<file path="src/rtl/hazard_scoreboard_unit_if.sv">
// Pipeline-side signal bundle for the hazard/scoreboard unit.
// master = datapath/control side, slave = hazard unit.
interface hazard_scoreboard_unit_if #(
  parameter int unsigned REG_ADDR_W = 4,
  parameter int unsigned PERF_W     = 16
);
  logic [REG_ADDR_W-1:0] RA1D, RA2D, WA3D;
  logic                  RegWriteD, mc_op_d;
  logic [REG_ADDR_W-1:0] RA1E, RA2E, WA3E;
  logic                  MemToRegE, mc_issue_e;
  logic [REG_ADDR_W-1:0] WA3M, WA3W;
  logic                  RegWriteM, RegWriteW;
  logic                  PCSrcD, PCSrcE, PCSrcM, PCSrcW, BranchTakenE;
  logic [1:0]            ForwardAE, ForwardBE;
  logic                  StallF, StallD, FlushD, FlushE;
  logic                  mc_busy, mc_wb_valid;
  logic [REG_ADDR_W-1:0] mc_wb_addr;
  logic [PERF_W-1:0]     stall_count;

  modport master (
    output RA1D, RA2D, WA3D, RegWriteD, mc_op_d, RA1E, RA2E, WA3E, MemToRegE, mc_issue_e,
           WA3M, WA3W, RegWriteM, RegWriteW, PCSrcD, PCSrcE, PCSrcM, PCSrcW, BranchTakenE,
    input  ForwardAE, ForwardBE, StallF, StallD, FlushD, FlushE, mc_busy, mc_wb_valid,
           mc_wb_addr, stall_count
  );

  modport slave (
    input  RA1D, RA2D, WA3D, RegWriteD, mc_op_d, RA1E, RA2E, WA3E, MemToRegE, mc_issue_e,
           WA3M, WA3W, RegWriteM, RegWriteW, PCSrcD, PCSrcE, PCSrcM, PCSrcW, BranchTakenE,
    output ForwardAE, ForwardBE, StallF, StallD, FlushD, FlushE, mc_busy, mc_wb_valid,
           mc_wb_addr, stall_count
  );
endinterface

</file>
<file path="src/rtl/hazard_scoreboard_unit.sv">
// 5-stage hazard unit: M/W forwarding, load-use stall, single multi-cycle unit scoreboard,
// selectable branch-flush mode and a saturating stall-cycle counter.
module hazard_scoreboard_unit #(
  parameter int unsigned REG_ADDR_W = 4,
  parameter int unsigned NUM_REGS   = 16,
  parameter int unsigned MC_LAT     = 4,
  parameter int unsigned BR_MODE    = 1,
  parameter int unsigned PERF_W     = 16
) (
  input logic                    clk,
  input logic                    rst,
  hazard_scoreboard_unit_if.slave hz_if
);
  localparam int unsigned CntW = $clog2(MC_LAT);

  logic [NUM_REGS-1:0]   busy_q;
  logic                  mc_busy_q;
  logic [CntW-1:0]       mc_cnt_q;
  logic [REG_ADDR_W-1:0] mc_wb_addr_q;
  logic [PERF_W-1:0]     stall_count_q;

  logic mc_wb_valid;
  logic ldr_stall, sb_stall, struct_stall, hz, pend;
  logic stall_f, stall_d, flush_d, flush_e, mc_issue;

  assign mc_wb_valid = mc_busy_q && (mc_cnt_q == '0);

  // The regfile writes on the falling edge, so a register retiring this cycle is readable in D.
  function automatic logic sb_hit(input logic [REG_ADDR_W-1:0] a);
    logic in_range;
    in_range = 32'(a) < NUM_REGS;
    return in_range && busy_q[a] && !(mc_wb_valid && (a == mc_wb_addr_q));
  endfunction

  function automatic logic [1:0] fwd_sel(input logic [REG_ADDR_W-1:0] ra);
    if (hz_if.RegWriteM && (ra == hz_if.WA3M))      return 2'b10;
    else if (hz_if.RegWriteW && (ra == hz_if.WA3W)) return 2'b01;
    else                                            return 2'b00;
  endfunction

  always_comb begin
    ldr_stall    = hz_if.MemToRegE &&
                   ((hz_if.RA1D == hz_if.WA3E) || (hz_if.RA2D == hz_if.WA3E));
    sb_stall     = sb_hit(hz_if.RA1D) || sb_hit(hz_if.RA2D) ||
                   (hz_if.RegWriteD && sb_hit(hz_if.WA3D));
    struct_stall = hz_if.mc_op_d && (hz_if.mc_issue_e || (mc_busy_q && !mc_wb_valid));
    hz           = ldr_stall || sb_stall || struct_stall;
    pend         = (BR_MODE != 0) && (hz_if.PCSrcD || hz_if.PCSrcE || hz_if.PCSrcM);
    if (rst) begin
      stall_f = 1'b0;
      stall_d = 1'b0;
      flush_d = 1'b1;
      flush_e = 1'b1;
    end else begin
      stall_f = hz || pend;
      stall_d = hz;
      flush_d = hz_if.BranchTakenE || pend || ((BR_MODE != 0) && hz_if.PCSrcW);
      flush_e = hz || hz_if.BranchTakenE;
    end
    mc_issue = hz_if.mc_issue_e && !flush_e && !rst;
  end

  assign hz_if.ForwardAE   = rst ? 2'b00 : fwd_sel(hz_if.RA1E);
  assign hz_if.ForwardBE   = rst ? 2'b00 : fwd_sel(hz_if.RA2E);
  assign hz_if.StallF      = stall_f;
  assign hz_if.StallD      = stall_d;
  assign hz_if.FlushD      = flush_d;
  assign hz_if.FlushE      = flush_e;
  assign hz_if.mc_busy     = mc_busy_q;
  assign hz_if.mc_wb_valid = mc_wb_valid;
  assign hz_if.mc_wb_addr  = mc_wb_addr_q;
  assign hz_if.stall_count = stall_count_q;

  always_ff @(posedge clk) begin
    if (rst) begin
      busy_q        <= '0;
      mc_busy_q     <= 1'b0;
      mc_cnt_q      <= '0;
      mc_wb_addr_q  <= '0;
      stall_count_q <= '0;
    end else begin
      if (mc_wb_valid) begin
        if (32'(mc_wb_addr_q) < NUM_REGS) busy_q[mc_wb_addr_q] <= 1'b0;
        mc_busy_q <= 1'b0;
      end
      // A same-edge issue follows the retire so it wins, even for the same register.
      if (mc_issue) begin
        if (32'(hz_if.WA3E) < NUM_REGS) busy_q[hz_if.WA3E] <= 1'b1;
        mc_busy_q    <= 1'b1;
        mc_cnt_q     <= CntW'(MC_LAT - 1);
        mc_wb_addr_q <= hz_if.WA3E;
      end else if (mc_busy_q && (mc_cnt_q != '0)) begin
        mc_cnt_q <= mc_cnt_q - CntW'(1);
      end
      if (stall_d && (stall_count_q != '1)) stall_count_q <= stall_count_q + PERF_W'(1);
    end
  end
endmodule

</file>
<file path="src/flat_wrapper.sv">
// flat-port wrapper written by rule: the top's interface ports become plain ports
module hazard_scoreboard_unit_flat 
#(
  parameter int unsigned REG_ADDR_W = 4,
  parameter int unsigned NUM_REGS   = 16,
  parameter int unsigned MC_LAT     = 4,
  parameter int unsigned BR_MODE    = 1,
  parameter int unsigned PERF_W     = 16
)
  (clk, rst, hz_if_RA1D, hz_if_RA2D, hz_if_WA3D, hz_if_RegWriteD, hz_if_mc_op_d, hz_if_RA1E, hz_if_RA2E, hz_if_WA3E, hz_if_MemToRegE, hz_if_mc_issue_e, hz_if_WA3M, hz_if_WA3W, hz_if_RegWriteM, hz_if_RegWriteW, hz_if_PCSrcD, hz_if_PCSrcE, hz_if_PCSrcM, hz_if_PCSrcW, hz_if_BranchTakenE, hz_if_ForwardAE, hz_if_ForwardBE, hz_if_StallF, hz_if_StallD, hz_if_FlushD, hz_if_FlushE, hz_if_mc_busy, hz_if_mc_wb_valid, hz_if_mc_wb_addr, hz_if_stall_count);
  hazard_scoreboard_unit_if #(.REG_ADDR_W(REG_ADDR_W), .PERF_W(PERF_W)) hz_if_i ();
  input logic clk;
  input logic rst;
  input wire logic [$bits(hz_if_i.RA1D)-1:0] hz_if_RA1D;
  input wire logic [$bits(hz_if_i.RA2D)-1:0] hz_if_RA2D;
  input wire logic [$bits(hz_if_i.WA3D)-1:0] hz_if_WA3D;
  input wire logic [$bits(hz_if_i.RegWriteD)-1:0] hz_if_RegWriteD;
  input wire logic [$bits(hz_if_i.mc_op_d)-1:0] hz_if_mc_op_d;
  input wire logic [$bits(hz_if_i.RA1E)-1:0] hz_if_RA1E;
  input wire logic [$bits(hz_if_i.RA2E)-1:0] hz_if_RA2E;
  input wire logic [$bits(hz_if_i.WA3E)-1:0] hz_if_WA3E;
  input wire logic [$bits(hz_if_i.MemToRegE)-1:0] hz_if_MemToRegE;
  input wire logic [$bits(hz_if_i.mc_issue_e)-1:0] hz_if_mc_issue_e;
  input wire logic [$bits(hz_if_i.WA3M)-1:0] hz_if_WA3M;
  input wire logic [$bits(hz_if_i.WA3W)-1:0] hz_if_WA3W;
  input wire logic [$bits(hz_if_i.RegWriteM)-1:0] hz_if_RegWriteM;
  input wire logic [$bits(hz_if_i.RegWriteW)-1:0] hz_if_RegWriteW;
  input wire logic [$bits(hz_if_i.PCSrcD)-1:0] hz_if_PCSrcD;
  input wire logic [$bits(hz_if_i.PCSrcE)-1:0] hz_if_PCSrcE;
  input wire logic [$bits(hz_if_i.PCSrcM)-1:0] hz_if_PCSrcM;
  input wire logic [$bits(hz_if_i.PCSrcW)-1:0] hz_if_PCSrcW;
  input wire logic [$bits(hz_if_i.BranchTakenE)-1:0] hz_if_BranchTakenE;
  output wire logic [$bits(hz_if_i.ForwardAE)-1:0] hz_if_ForwardAE;
  output wire logic [$bits(hz_if_i.ForwardBE)-1:0] hz_if_ForwardBE;
  output wire logic [$bits(hz_if_i.StallF)-1:0] hz_if_StallF;
  output wire logic [$bits(hz_if_i.StallD)-1:0] hz_if_StallD;
  output wire logic [$bits(hz_if_i.FlushD)-1:0] hz_if_FlushD;
  output wire logic [$bits(hz_if_i.FlushE)-1:0] hz_if_FlushE;
  output wire logic [$bits(hz_if_i.mc_busy)-1:0] hz_if_mc_busy;
  output wire logic [$bits(hz_if_i.mc_wb_valid)-1:0] hz_if_mc_wb_valid;
  output wire logic [$bits(hz_if_i.mc_wb_addr)-1:0] hz_if_mc_wb_addr;
  output wire logic [$bits(hz_if_i.stall_count)-1:0] hz_if_stall_count;
  assign hz_if_i.RA1D = hz_if_RA1D;
  assign hz_if_i.RA2D = hz_if_RA2D;
  assign hz_if_i.WA3D = hz_if_WA3D;
  assign hz_if_i.RegWriteD = hz_if_RegWriteD;
  assign hz_if_i.mc_op_d = hz_if_mc_op_d;
  assign hz_if_i.RA1E = hz_if_RA1E;
  assign hz_if_i.RA2E = hz_if_RA2E;
  assign hz_if_i.WA3E = hz_if_WA3E;
  assign hz_if_i.MemToRegE = hz_if_MemToRegE;
  assign hz_if_i.mc_issue_e = hz_if_mc_issue_e;
  assign hz_if_i.WA3M = hz_if_WA3M;
  assign hz_if_i.WA3W = hz_if_WA3W;
  assign hz_if_i.RegWriteM = hz_if_RegWriteM;
  assign hz_if_i.RegWriteW = hz_if_RegWriteW;
  assign hz_if_i.PCSrcD = hz_if_PCSrcD;
  assign hz_if_i.PCSrcE = hz_if_PCSrcE;
  assign hz_if_i.PCSrcM = hz_if_PCSrcM;
  assign hz_if_i.PCSrcW = hz_if_PCSrcW;
  assign hz_if_i.BranchTakenE = hz_if_BranchTakenE;
  assign hz_if_ForwardAE = hz_if_i.ForwardAE;
  assign hz_if_ForwardBE = hz_if_i.ForwardBE;
  assign hz_if_StallF = hz_if_i.StallF;
  assign hz_if_StallD = hz_if_i.StallD;
  assign hz_if_FlushD = hz_if_i.FlushD;
  assign hz_if_FlushE = hz_if_i.FlushE;
  assign hz_if_mc_busy = hz_if_i.mc_busy;
  assign hz_if_mc_wb_valid = hz_if_i.mc_wb_valid;
  assign hz_if_mc_wb_addr = hz_if_i.mc_wb_addr;
  assign hz_if_stall_count = hz_if_i.stall_count;
  hazard_scoreboard_unit #(.REG_ADDR_W(REG_ADDR_W), .NUM_REGS(NUM_REGS), .MC_LAT(MC_LAT), .BR_MODE(BR_MODE), .PERF_W(PERF_W)) u_core (.clk(clk), .rst(rst), .hz_if(hz_if_i));
endmodule
</file>
<file path="config.mk">
export PLATFORM = sky130hd
export DESIGN_NAME = hazard_scoreboard_unit_flat
export DESIGN_NICKNAME = d
export VERILOG_FILES = /design/src/rtl/hazard_scoreboard_unit_if.sv /design/src/rtl/hazard_scoreboard_unit.sv /design/src/flat_wrapper.sv
export SDC_FILE = /design/constraint.sdc
export NUM_CORES = 1
export LEC_CHECK = 0
export ABC_CLOCK_PERIOD_IN_PS = 5000
export BUFFER_PORTS_ARGS = -buffer_cell sky130_fd_sc_hd__buf_4
export CAP_MARGIN = 20
export CORE_ASPECT_RATIO = 0.7
export CORE_MARGIN = 8
export CORE_UTILIZATION = 55
export DETAILED_ROUTE_END_ITERATION = 8
export PLACE_DENSITY = 0.83
export SYNTH_ARGS = -nofsm -noshare
export SYNTH_HDL_FRONTEND = slang
export SYNTH_SLANG_ARGS = --single-unit
</file>
<file path="constraint.sdc">
create_clock -name clk -period 5 [get_ports clk]
set_clock_uncertainty 0.05 [all_clocks]
set_input_delay 1 -clock clk [delete_from_list [all_inputs] [get_ports clk]]
set_output_delay 1 -clock clk [all_outputs]
set_load 0.1 [all_outputs]
</file>
==> flow_metrics.py <==
metrics = {
    "yosys": {
        "syn_area_um2": 2903,
        "ys_seq_area_share_pct": 26.90,
        "synthCells": 316,
        "synth_warnings": 0,
        "synth_seq_cells": 39,
        "syn-num-nets": 363,
        "ys_types": 55,
        "avgSynthCellArea_um2": 9.186,
    },
    "hold_path": {
        "hold_path.class": "flip-flop to flip-flop",
        "whs_path_depth": 2,
    },
    "finish": {
        "stdcell_area_um2": 3552,
        "final_cell_mix": "78 x buf_4, 39 x dfxtp_1, 25 x xor2_1, 24 x nor2_1, 18 x nor2b_1",
        "num_antenna_cells": 0,
        "final_cells": 453,
        "final_common_cell": "buf_4",
        "drive_gt1_share_pct": 31.76,
        "fin_nets": 427,
        "synthToLayoutAreaGrowth_pct": 22.37,
    },
    "power": {
        "total_leakage_power_nw": 1.469,
        "ir_worst_vdd_uv": 115.0,
        "power_density_nw_per_um2": 217.8,
    },
    "clock_tree": {
        "cts_tree": "built",
        "htreeDepth": 2,
        "cts_sinks": 39,
        "cts.clk_slew.worst_paths_ps": 80,
        "numCtsBuffers": 5,
        "ctsResizeCount": 0,
        "post-cts-setup-buffer-count": 0,
        "worst_skew_pair.late_latency_ps": 300,
        "clk_path_buf_depth": 2,
        "cts_hold_buf": 0,
        "cts_root_buf": "clkbuf_8",
    },
    "grt": {
        "grt_pass1_vias": 2810,
        "grt_usage_pct": 21.13,
        "grt_max_degree": 40,
        "grt_pass1_wl_um": 13460,
        "grt_antenna_before_repair": 0,
        "grt_overflow": 0,
    },
    "detailed_routing": {
        "detail_route.iter0.violations": 278,
        "via_per_inst": 6.040,
        "drc": 0,
        "avgRoutedWirePerCell_um": 18.02,
        "ant_nets": 0,
        "routed-via-count": 2736,
        "drt_pre_antenna_iters": 4,
        "totalWireLength_um": 8162,
    },
    "placement": {
        "dp_cells": 444,
        "dp_hpwl_um": 6241,
        "place_congestion": 0.8832,
        "place_ws_ps": 896.6,
        "placed_cell_area_um2": 3432,
        "port_buffers": 74,
    },
    "sta": {
        "finalHoldViolations": 0,
        "maxSlewViolCount": 0,
        "slew_headroom_pct": 52.05,
        "fin_setup_tns_ps": 0,
        "min_period_ps": 4131,
        "setup_ws_ps": 869.3,
        "fin_crit_sh_pct": 82.61,
        "setup_viol_count_final": 0,
        "tightest_slew_ps": 718.5,
        "clock.fmax_mhz": 242.1,
        "rsz0062_at_grt": "false",
    },
    "floorplanning": {
        "die_w_um": 102.8,
        "core_um2": 5175,
        "boundaryPins": 75,
        "num_rows": 22,
        "die_h_um": 76.78,
        "start_util_pct": 56.09,
        "dieArea_um2": 7895,
    },
    "critical_path": {
        "ff2ff_path_depth": 10,
        "crit_chain": "buf_4 -> mux4_2 -> nor2b_1 -> a211oi_2 -> a2111oi_2 -> nor3_4 -> buf_4 -> a21oi_1 -> buf_4",
        "path_depth": 9,
        "slowest_delay_ps": 610,
        "critPathRequiredTime_ps": 3950,
        "cp_slowest_cell": "a2111oi_2",
        "cp_common_cell": "buf_4",
        "cp_num_buf_inv": 3,
        "worstSetupPathType": "primary input to primary output",
        "startpoint_type": "primary input",
        "cp_top_family": "compound AO/OA/AOI/OAI gates",
        "r2r_slack_ps": 1940,
        "critPathArrivalTime_ps": 3080,
        "crit_path_max_fanout": 13,
        "endpoint_kind": "primary output",
    },
    "job": {
        "max-cap-violations": 0,
    },
    "run_status": {
        "outcome": "finished, final reports clean",
    },
}
==> state kept, by name, summed over array words and instances, names as in the netlist <==
name                      count
u_core.busy_q                16
u_core.hz_if.mc_busy          1
u_core.hz_if.mc_wb_addr       4
u_core.hz_if.stall_count     16
u_core.mc_cnt_q               2
==> report_power, final <==
part | internal, mW | leakage (nW) | switching (mW)
logic | 0.0663 | 1.10 | 0.117
clock network | 0.149 | 0.0581 | 0.117
registers | 0.315 | 0.315 | 0.00936
==> final cells by class <==
cell class	count	area, µm²
clock buffer	5	68.82
clock inverter	3	43.79
fill	420	1623
inverter	7	26.28
multi-input combinational	249	1957
sequential	39	780.7
tap	72	90.09
timing repair buffer	78	585.6
==> synth_stat cells (all sizes together) <==
cell,count,area [µm²]
nand3b,3,22.52
nor3,14,106.4
o41ai,2,25.03
a311oi,1,8.760
nand2,15,56.30
o31ai,1,7.510
a41o,1,10.01
buf,12,103.8
inv,7,26.28
nand3,18,102.6
ha,2,25.02
nand4,7,56.30
nor4,6,37.54
and4,1,8.760
dfxtp,39,780.8
o211ai,9,67.56
nor2,24,90.09
or2,1,6.260
a31oi,2,12.51
mux2,13,168.9
or4,2,15.01
o21ai,21,105.1
a211oi,4,40.03
nor2b,18,112.6
xor2,25,219.0
nand2b,6,37.54
nor3b,5,42.54
and2,1,6.260
clkbuf,9,35.03
o311ai,5,43.79
a21oi,6,30.03
and3,5,31.28
a2111oi,1,15.01
mux4,12,289.0
mux2i,3,30.03
a22o,1,8.760
o311a,1,10.01
or3,2,12.51
xnor2,11,96.34
==> worst paths after layout <==
path | startpoint | end
worst min-delay path | u_core.busy_q[0]$_SDFF_PP0_ | u_core.busy_q[0]$_SDFF_PP0_
worst max-delay path | hz_if_RA2D[1] | hz_if_StallF
worst max register to register | u_core.mc_cnt_q[0]$_SDFFE_PP0P_ | u_core.hz_if.stall_count[13]$_SDFFE_PP0P_
worst min register to register | u_core.busy_q[0]$_SDFF_PP0_ | u_core.busy_q[0]$_SDFF_PP0_
==> layer usage <==
layer	vias up	GRT usage [%]	wire length, µm
met3	14	5.500	971
li1	1294	-	-
met5	-	0	0
met1	1293	27.73	3361
met2	135	32.60	3698
met4	0	7.050	131
==> stage by stage <==
step / utilization, % / power, mW / hold slack [ps]
final: 68.64 / 0.7735 / 462.3
after global routing: 68.64 / 0.8012 / 509.7
after CTS: 68.50 / 0.7769 / 453.6
after detailed placement: 66.32 / 0.5133 / 441.6
after global placement: 66.32 / 0.5080 / 430.6
after floorplan: - / 0.4546 / 402.7
==> logic make-up (layout without fill, tap and decap cells) <==
kind of cell	count (synthesis)	in the layout	synth area share, %
simple gates	128	128	25.65
xor+xnor	36	36	10.86
buf+inv	28	93	5.689
compound gates	55	55	13.23
flops	39	39	26.90
mux	28	28	16.81
fa+ha+maj	2	2	0.8619
==> worst reg2reg max path: cells and delay by family (launching register included) <==
kind | cells | cell delay, ps
AOI/OAI and AO/OA | 2 | 890
and+or+nand+nor | 4 | 850
muxes | 1 | 370
DFF | 1 | 350
adders and majority gates | 1 | 200
buffers and inverters | 2 | 270
Power figures use the tool's default switching activity.
